File: src/rtl/drfa_pkg.sv
// Shared encodings and widths for the register-bank arbiter slice.
package drfa_pkg;

  localparam int REG_W = 8;
  localparam int SEL_W = 3;

  typedef enum logic [1:0] {
    OP_READ     = 2'b00,
    OP_READ_IND = 2'b01,
    OP_WRITE    = 2'b10,
    OP_SWAP     = 2'b11
  } op_e;

  typedef enum logic [2:0] {
    ST_IDLE,
    ST_READ,
    ST_WRITE,
    ST_SWAP_A,
    ST_SWAP_B,
    ST_SWAP_C,
    ST_DONE
  } state_e;

  // First sequencer state for a freshly accepted operation.
  function automatic state_e entry_state(input op_e op);
    case (op)
      OP_READ, OP_READ_IND: entry_state = ST_READ;
      OP_WRITE:             entry_state = ST_WRITE;
      default:              entry_state = ST_SWAP_A;
    endcase
  endfunction

endpackage

File: src/rtl/reg_bank_arbiter_if.sv
// Requester-side handshake bundle: two ports of request/operands plus shared result.
interface reg_bank_arbiter_if;
  import drfa_pkg::*;

  logic             req0, req1;
  op_e              op0, op1;
  logic [SEL_W-1:0] rx0, rx1, ry0, ry1;
  logic [REG_W-1:0] wdata0, wdata1;
  logic             gnt0, gnt1;
  logic             done0, done1;
  logic [REG_W-1:0] rdata;

  modport master (
    output req0, req1, op0, op1, rx0, rx1, ry0, ry1, wdata0, wdata1,
    input  gnt0, gnt1, done0, done1, rdata
  );

  modport slave (
    input  req0, req1, op0, op1, rx0, rx1, ry0, ry1, wdata0, wdata1,
    output gnt0, gnt1, done0, done1, rdata
  );

endinterface

File: src/rtl/rr_arbiter2.sv
// Two-request round-robin arbiter; the pointer moves only when a grant is taken.
module rr_arbiter2 (
  input  logic       clk,
  input  logic       rst_n,
  input  logic [1:0] req,
  input  logic       advance,
  output logic [1:0] win
);

  logic last;

  always_comb begin
    win = req;
    if (req == 2'b11) win = last ? 2'b01 : 2'b10;
  end

  // Reset to port 1 so port 0 wins the first contested round.
  always_ff @(posedge clk or negedge rst_n) begin
    if (!rst_n) begin
      last <= 1'b1;
    end else if (advance && (|req)) begin
      last <= win[1];
    end
  end

endmodule

File: src/rtl/reg_bank_arbiter.sv
// Sequencer in front of the 8x8 register bank: arbitrates two requesters and
// expands each granted op into registered bank enable/select/data cycles.
module reg_bank_arbiter
  import drfa_pkg::*;
(
  input  logic              clk,
  input  logic              rst_n,
  reg_bank_arbiter_if.slave req_if,
  output logic              bank_read_en,
  output logic              bank_write_en,
  output logic              bank_indirect_en,
  output logic [SEL_W-1:0]  bank_rx_sel,
  output logic [SEL_W-1:0]  bank_ry_sel,
  output logic [REG_W-1:0]  bank_wdata,
  input  logic [REG_W-1:0]  bank_bus_data,
  input  logic [REG_W-1:0]  bank_rx_data,
  input  logic [REG_W-1:0]  bank_ry_data
);

  state_e           state;
  logic             port_q;
  logic [SEL_W-1:0] rx_q, ry_q;
  logic [REG_W-1:0] wdata_q, tx;
  logic [1:0]       gnt_q, done_q;
  logic [REG_W-1:0] rdata_q;

  logic [1:0]       win;
  op_e              sel_op;
  logic [SEL_W-1:0] sel_rx, sel_ry;
  logic [REG_W-1:0] sel_wdata;

  rr_arbiter2 u_arb (
    .clk     (clk),
    .rst_n   (rst_n),
    .req     ({req_if.req1, req_if.req0}),
    .advance (state == ST_IDLE),
    .win     (win)
  );

  always_comb begin
    sel_op    = win[1] ? req_if.op1    : req_if.op0;
    sel_rx    = win[1] ? req_if.rx1    : req_if.rx0;
    sel_ry    = win[1] ? req_if.ry1    : req_if.ry0;
    sel_wdata = win[1] ? req_if.wdata1 : req_if.wdata0;
  end

  // Bank controls are loaded on the edge that enters each state so they line
  // up with it; done is raised on the edge leaving DONE, i.e. in the IDLE gap.
  always_ff @(posedge clk or negedge rst_n) begin
    if (!rst_n) begin
      state            <= ST_IDLE;
      port_q           <= 1'b0;
      rx_q             <= '0;
      ry_q             <= '0;
      wdata_q          <= '0;
      tx               <= '0;
      gnt_q            <= 2'b00;
      done_q           <= 2'b00;
      rdata_q          <= '0;
      bank_read_en     <= 1'b0;
      bank_write_en    <= 1'b0;
      bank_indirect_en <= 1'b0;
      bank_rx_sel      <= '0;
      bank_ry_sel      <= '0;
      bank_wdata       <= '0;
    end else begin
      gnt_q            <= 2'b00;
      done_q           <= 2'b00;
      bank_read_en     <= 1'b0;
      bank_write_en    <= 1'b0;
      bank_indirect_en <= 1'b0;
      unique case (state)
        ST_IDLE: begin
          if (|win) begin
            port_q  <= win[1];
            rx_q    <= sel_rx;
            ry_q    <= sel_ry;
            wdata_q <= sel_wdata;
            gnt_q   <= win;
            state   <= entry_state(sel_op);
            case (sel_op)
              OP_READ, OP_READ_IND: begin
                bank_read_en     <= 1'b1;
                bank_indirect_en <= (sel_op == OP_READ_IND);
                bank_ry_sel      <= sel_ry;
              end
              OP_WRITE: begin
                bank_write_en <= 1'b1;
                bank_rx_sel   <= sel_rx;
                bank_wdata    <= sel_wdata;
              end
              OP_SWAP: begin
                bank_rx_sel <= sel_rx;
                bank_ry_sel <= sel_ry;
              end
            endcase
          end
        end
        ST_READ: begin
          rdata_q <= bank_bus_data;
          state   <= ST_DONE;
        end
        ST_WRITE: begin
          rdata_q <= wdata_q;
          state   <= ST_DONE;
        end
        // bank_wdata doubles as the ty temporary: it is written straight into rx.
        ST_SWAP_A: begin
          tx            <= bank_rx_data;
          bank_wdata    <= bank_ry_data;
          bank_write_en <= 1'b1;
          bank_rx_sel   <= rx_q;
          state         <= ST_SWAP_B;
        end
        ST_SWAP_B: begin
          bank_wdata    <= tx;
          bank_write_en <= 1'b1;
          bank_rx_sel   <= ry_q;
          state         <= ST_SWAP_C;
        end
        ST_SWAP_C: begin
          rdata_q <= tx;
          state   <= ST_DONE;
        end
        ST_DONE: begin
          done_q <= port_q ? 2'b10 : 2'b01;
          state  <= ST_IDLE;
        end
        default: state <= ST_IDLE;
      endcase
    end
  end

  assign req_if.gnt0  = gnt_q[0];
  assign req_if.gnt1  = gnt_q[1];
  assign req_if.done0 = done_q[0];
  assign req_if.done1 = done_q[1];
  assign req_if.rdata = rdata_q;

endmodule

File: src/flat_wrapper.sv
// flat-port wrapper written by rule: the top's interface ports become plain ports
module reg_bank_arbiter_flat import drfa_pkg::*;
  (clk, rst_n, bank_read_en, bank_write_en, bank_indirect_en, bank_rx_sel, bank_ry_sel, bank_wdata, bank_bus_data, bank_rx_data, bank_ry_data, req_if_req0, req_if_req1, req_if_op0, req_if_op1, req_if_rx0, req_if_rx1, req_if_ry0, req_if_ry1, req_if_wdata0, req_if_wdata1, req_if_gnt0, req_if_gnt1, req_if_done0, req_if_done1, req_if_rdata);
  reg_bank_arbiter_if req_if_i ();
  input  logic clk;
  input  logic rst_n;
  output logic bank_read_en;
  output logic bank_write_en;
  output logic bank_indirect_en;
  output logic [SEL_W-1:0] bank_rx_sel;
  output logic [SEL_W-1:0] bank_ry_sel;
  output logic [REG_W-1:0] bank_wdata;
  input  logic [REG_W-1:0] bank_bus_data;
  input  logic [REG_W-1:0] bank_rx_data;
  input  logic [REG_W-1:0] bank_ry_data;
  input wire logic [$bits(req_if_i.req0)-1:0] req_if_req0;
  input wire logic [$bits(req_if_i.req1)-1:0] req_if_req1;
  input wire logic [$bits(req_if_i.op0)-1:0] req_if_op0;
  input wire logic [$bits(req_if_i.op1)-1:0] req_if_op1;
  input wire logic [$bits(req_if_i.rx0)-1:0] req_if_rx0;
  input wire logic [$bits(req_if_i.rx1)-1:0] req_if_rx1;
  input wire logic [$bits(req_if_i.ry0)-1:0] req_if_ry0;
  input wire logic [$bits(req_if_i.ry1)-1:0] req_if_ry1;
  input wire logic [$bits(req_if_i.wdata0)-1:0] req_if_wdata0;
  input wire logic [$bits(req_if_i.wdata1)-1:0] req_if_wdata1;
  output wire logic [$bits(req_if_i.gnt0)-1:0] req_if_gnt0;
  output wire logic [$bits(req_if_i.gnt1)-1:0] req_if_gnt1;
  output wire logic [$bits(req_if_i.done0)-1:0] req_if_done0;
  output wire logic [$bits(req_if_i.done1)-1:0] req_if_done1;
  output wire logic [$bits(req_if_i.rdata)-1:0] req_if_rdata;
  assign req_if_i.req0 = req_if_req0;
  assign req_if_i.req1 = req_if_req1;
  assign req_if_i.op0 = req_if_op0;
  assign req_if_i.op1 = req_if_op1;
  assign req_if_i.rx0 = req_if_rx0;
  assign req_if_i.rx1 = req_if_rx1;
  assign req_if_i.ry0 = req_if_ry0;
  assign req_if_i.ry1 = req_if_ry1;
  assign req_if_i.wdata0 = req_if_wdata0;
  assign req_if_i.wdata1 = req_if_wdata1;
  assign req_if_gnt0 = req_if_i.gnt0;
  assign req_if_gnt1 = req_if_i.gnt1;
  assign req_if_done0 = req_if_i.done0;
  assign req_if_done1 = req_if_i.done1;
  assign req_if_rdata = req_if_i.rdata;
  reg_bank_arbiter u_core (.clk(clk), .rst_n(rst_n), .req_if(req_if_i), .bank_read_en(bank_read_en), .bank_write_en(bank_write_en), .bank_indirect_en(bank_indirect_en), .bank_rx_sel(bank_rx_sel), .bank_ry_sel(bank_ry_sel), .bank_wdata(bank_wdata), .bank_bus_data(bank_bus_data), .bank_rx_data(bank_rx_data), .bank_ry_data(bank_ry_data));
endmodule
File: config.mk
export PLATFORM = sky130hd
export DESIGN_NAME = reg_bank_arbiter_flat
export DESIGN_NICKNAME = d
export VERILOG_FILES = /design/src/rtl/drfa_pkg.sv /design/src/rtl/reg_bank_arbiter_if.sv /design/src/rtl/rr_arbiter2.sv /design/src/rtl/reg_bank_arbiter.sv /design/src/flat_wrapper.sv
export SDC_FILE = /design/constraint.sdc
export NUM_CORES = 1
export LEC_CHECK = 0
export ABC_CLOCK_PERIOD_IN_PS = 5300
export CORE_UTILIZATION = 45
export DETAILED_ROUTE_END_ITERATION = 8
export GPL_TIMING_DRIVEN = 1
export PLACE_DENSITY = 0.79
export RECOVER_POWER = 25
export SYNTH_ARGS = -nofsm -noshare
export SYNTH_HDL_FRONTEND = slang
export SYNTH_SLANG_ARGS = --single-unit
File: constraint.sdc
create_clock -name clk -period 5.3 [get_ports clk]
set_clock_uncertainty 0.15 [all_clocks]
set_input_delay 1.06 -clock clk [delete_from_list [all_inputs] [get_ports clk]]
set_output_delay 1.06 -clock clk [all_outputs]
set_load 0.005 [all_outputs]
---- Word level (Yosys, flattened, before mapping) ----
Cells that the tools add are included.
word-level totals
  flip-flop bits (word level) ............. 56
  input bits .............................. 60
  output and inout bits ................... 29
operators by class
  eq/ne operators ......................... 13
  mux-type cells .......................... 29
  reduce and logical (&&, ||, !) cells .... 16
operators with widths
  kind                                                   count
  one-hot mux 8 bit (3 select lines)                     2
  2-to-1 mux 8 bit                                       3
  2-to-1 mux 3 bit                                       5
  2-to-1 mux 2 bit                                       7
  one-hot mux 3 bit (4 select lines)                     1
  OR reduction 2 bit                                     5
  == test 3 bit, second input constant                   3
  one-hot mux 3 bit (3 select lines)                     1
  AND reduction 3 bit                                    3
  2-to-1 mux 1 bit                                       8
  == test 2 bit, second input constant                   3
  == test 3 x 2 -> 1 bit, second input constant          2
  nonzero test 3 bit                                     2
  OR reduction 3 bit                                     2
  inequality test 2 x 1 -> 1 bit, second input constant  2
  one-hot mux 2 bit (2 select lines)                     1
  == test 3 x 1 -> 1 bit, second input constant          1
  zero test 3 bit                                        1
  == test 2 x 1 -> 1 bit, second input constant          1
  zero test 2 bit                                        1
  inequality test 2 bit, second input constant           1
  one-hot mux 1 bit (2 select lines)                     1
  AND reduction 2 bit                                    1
  logical AND 1 bit                                      1

---- Depth between registers and ports, before layout ----
  depth in word-level cells ............... 8
  mapped depth ............................ 7

---- Modules after synthesis ----
From an unflattened synthesis, not the netlist that was laid out.
unflattened totals
  cell total of the unflattened synthesis .. 248
  area total of the unflattened synthesis .. 2723.9 sq um
modules (own cells, without submodules)
  module            instances  cells an instance  area each (sq um)  seq. area each (sq um)
  reg_bank_arbiter  1          242                2667.6             1376.3
  rr_arbiter2       1          6                  56.3               26.3

---- Worst setup path after synthesis ----
Ideal clock, no wire load.
  path type ............................... in2reg
  from .................................... in req_if_req1
  to ...................................... reg u_core.bank_wdata[0]
  data arrival time ....................... 2.201 ns
  required time ........................... 5.025 ns
  path slack .............................. 2.824 ns
  cell stages on the path ................. 4
  cell sequence ........................... a21boi_2 > mux2_4 > o21ai_4 > mux2_4
on the way
  cells in the longest elaborated chain, start to end .. 6
  elaborated cells between the ends (all ways) .. 12
  classes of those cells .................. eq/ne: 4; mux: 6; reduce/logical: 2
ends and longest elaborated chain
  element                                                                                     RTL line                                        text
  start: declaration                                                                          flat_wrapper.sv:17                              input wire logic [$bits(req_if_i.req1)-1:0] req_if_req1;
  == test 2 bit                                                                               rr_arbiter2.sv:14                               if (req == 2'b11) win = last ? 2'b01 : 2'b10;
  2-to-1 mux 2 bit (*)                                                                        rr_arbiter2.sv:14
  2-to-1 mux 2 bit or 2-to-1 mux 8 bit (tied branches)                                        reg_bank_arbiter.sv:41, reg_bank_arbiter.sv:44
  == test 2 bit or 2-to-1 mux 8 bit (tied branches)                                           reg_bank_arbiter.sv:81                          case (sel_op)
  inequality test 2 x 1 -> 1 bit (no source line) or 2-to-1 mux 8 bit (tied branches)         n/a
  AND reduction 3 bit (no source line) or one-hot mux 8 bit (3 select lines) (tied branches)  n/a
  end signal: assignment                                                                      reg_bank_arbiter.sv:90                          bank_wdata <= sel_wdata;
  end signal: assignment                                                                      reg_bank_arbiter.sv:110                         bank_wdata <= bank_ry_data;
  end signal: assignment                                                                      reg_bank_arbiter.sv:116                         bank_wdata <= tx;
  end: declaration                                                                            reg_bank_arbiter.sv:14                          output logic [REG_W-1:0] bank_wdata,
Mark *: on every way between the ends. The rest lies on a longest branch, timed or not. The select of a mux whose other input is x is not followed.
A chain may end at the register's enable or synchronous reset.

==> impl_metrics.toml <==
[floorplan]
num_io_pins = 89
die_w_um = 79.1
core_area_um2 = 5610
design.die.area_um2 = 6250
initial_core_util_pct = 47.7
die_h_um = 79.1
rows = 27

[synthesis]
yosys_warnings = 0
ys_types = 36
synth-edff-count = 0
syn_inst = 232
synthArstFlopShare_pct = 100
syn_area_um2 = 2670
yosysSeqAreaShare_pct = 52.5
avgSynthCellArea_um2 = 11.5
synth_ff_type = "dfrtp_1"
ys_ff_latch = 56
syn_nets = 292

[worst_setup_path]
cp_slowest_stage_delay_ps = 2050
cp_data_required_time_ps = 4940
critPathMaxFanout = 56
crit_slowest_cell = "clkbuf_1"
critPathCaptureType = "async pin"
cp_data_arrival_time_ps = 3210
critPathBufInv = 2
startpoint_type = "primary input"
critPathKind = "in2async"
cp_top_family = "buffers and inverters"
crit_chain = "buf_2, clkbuf_1"

[detailed_routing]
routed_wl_um = 6540
antenna_left = 0
drtIter0Drc = 140
drc = 0
via_count = 2179
routedWlPerCell_um = 16.9
viasPerCell = 5.63
firstDrtPassIters = 4

[clock_tree]
cts_setup_buffers = 0
cts_buffers = 5
cts_tree = "done"
ctsHoldBuffers = 0
clk_latency_ps = 310
cts_max_level = 2
path_clk_slew_ps = 90
cts_num_sinks = 56
cts_resized = 0
root_buffer = "clkbuf_8"
clockBufferDepth = 2

[status]
violations = "max-capacitance violations, max-slew violations"
outcome = "finished with violations"

[sta]
hold_viol = 0
worstMarginPinSlew_ps = 2910
slew_violations = 57
rsz0062_at_grt = "no"
holdWs_ps = 306
max_freq_mhz = 280
finalCriticalPeriod_ps = 3570
setup_viol = 0
setup_ws_ps = 1730
period_share_pct = 67.3
slew_headroom_pct = -94.0
setup-tns-final_ps = 0

[cells_and_area]
design_area_um2 = 3640
final_core_util_pct = 65.0
mostFrequentLayoutCell = "clkdlybuf4s50_1"
layout_common_cells = "clkdlybuf4s50_1 (87), dfrtp_1 (55), o21ai_0 (22)"
syn2layout_area_growth_pct = 36.3
nets = 374
insertedDiodeCount = 0
n_fill_cell = 472
final_layout_size_suffix_gt1_share_pct = 11.7

[placed_design]
dp_slack_ps = 1650
place_congestion = 0.788
hpwl_um = 4680
postPlaceCellArea_um2 = 3570
numPortBuffers = 88

[global_routing]
grt_pass1_vias = 2113
antenna_found_initial = 0
gr-total-overflow = 0
grt_pass1_wl_um = 10400
grt_max_degree = 57
track_usage_pct = 22.2

[worst_hold_path]
hp-class = "reg2reg"

[flow_run]
max_cap_violations = 1

[power]
powerDensity_nw_per_um2 = 550
power.leakage_nw = 1.52
ir_drop_mv = 0.246
final timing paths:
check,from,slack (ps),cells past startpoint,to
max,rst_n,1730,2,u_core.bank_wdata[0]
max in group clk,req_if_req1,1950,5,u_core.bank_rx_sel[2]
max reg2reg,u_core.state[2],2420,4,u_core.bank_wdata[1]
min reg2reg,u_core.port_q,310,1,u_core.done_q[0]
min,u_core.port_q,310,1,u_core.done_q[0]
min in group asynchronous,rst_n,1630,2,u_core.ry_q[1]
flip-flops by register name, indices dropped and copies added, names as in the netlist, 2 cells and up:
signal and cells:
u_core.rx_q 3, u_core.ry_q 3, u_core.tx 8, u_core.wdata_q 8, u_core.gnt_q 2, u_core.bank_rx_sel 3, u_core.state 3, u_core.bank_wdata 8
u_core.req_if.rdata 8, u_core.done_q 2, u_core.bank_ry_sel 3
stage by stage:
stage | instances | total power, mW
floorplan | 232 | 1.40
global placement | 379 | 1.74
detailed placement | 379 | 1.78
CTS | 387 | 2.02
global route | 387 | 2.14
finish | 387 | 2.00
cells by family after synthesis:
| kind of cell | Yosys count | synth area share [%] |
|---|---|---|
| muxes | 38 | 16.6 |
| DFF | 56 | 52.5 |
| and+or+nand+nor | 39 | 7.68 |
| buffers and inverters | 17 | 3.60 |
| AOI/OAI and AO/OA | 82 | 19.7 |
synth_stat cells, types with 3 or more instances:
cell type | count | area [um2]
a21oi_1 | 10 | 50.1
nand2_1 | 19 | 71.3
a22oi_1 | 11 | 82.6
nand2b_1 | 5 | 31.3
mux2_4 | 9 | 135
mux2i_1 | 15 | 150
clkbuf_1 | 7 | 26.3
o22a_1 | 8 | 70.1
nor2_1 | 4 | 15.0
buf_6 | 3 | 33.8
o22ai_1 | 16 | 100
mux2_2 | 14 | 158
nor2b_1 | 3 | 18.8
o21ai_1 | 6 | 30.0
dfrtp_1 | 55 | 1380
buf_2 | 5 | 25.0
o21ai_0 | 22 | 110
power by group:
group	switching [mW]	total, mW	internal [mW]
clock network	0.130	0.237	0.107
logic	0.406	0.954	0.548
registers	0.176	0.812	0.635
total	0.712	2.00	1.29
layout make-up:
cell class / instances / area [um2] / share of cell area, %
multi-input combinational: 159 / 1160 / 31.9
sequential: 56 / 1400 / 38.5
timing repair buffer: 91 / 895 / 24.6
inverter: 1 / 3.75 / 0.103
clock buffer: 8 / 90.1 / 2.47
tap: 72 / 90.1 / 2.47
per-layer routing:
layer | GRT usage [%] | vias to the layer above | part of all wire, % | routed length, um
li1 | - | 1020 | - | -
met1 | 31.0 | 1056 | 43 | 2790
met2 | 33.4 | 89 | 47 | 3090
met3 | 4.94 | 14 | 7.6 | 494
met4 | 8.91 | 0 | 2.5 | 163
met5 | 0 | - | 0 | 0
Note: power is estimated with default switching activity, not from simulation.
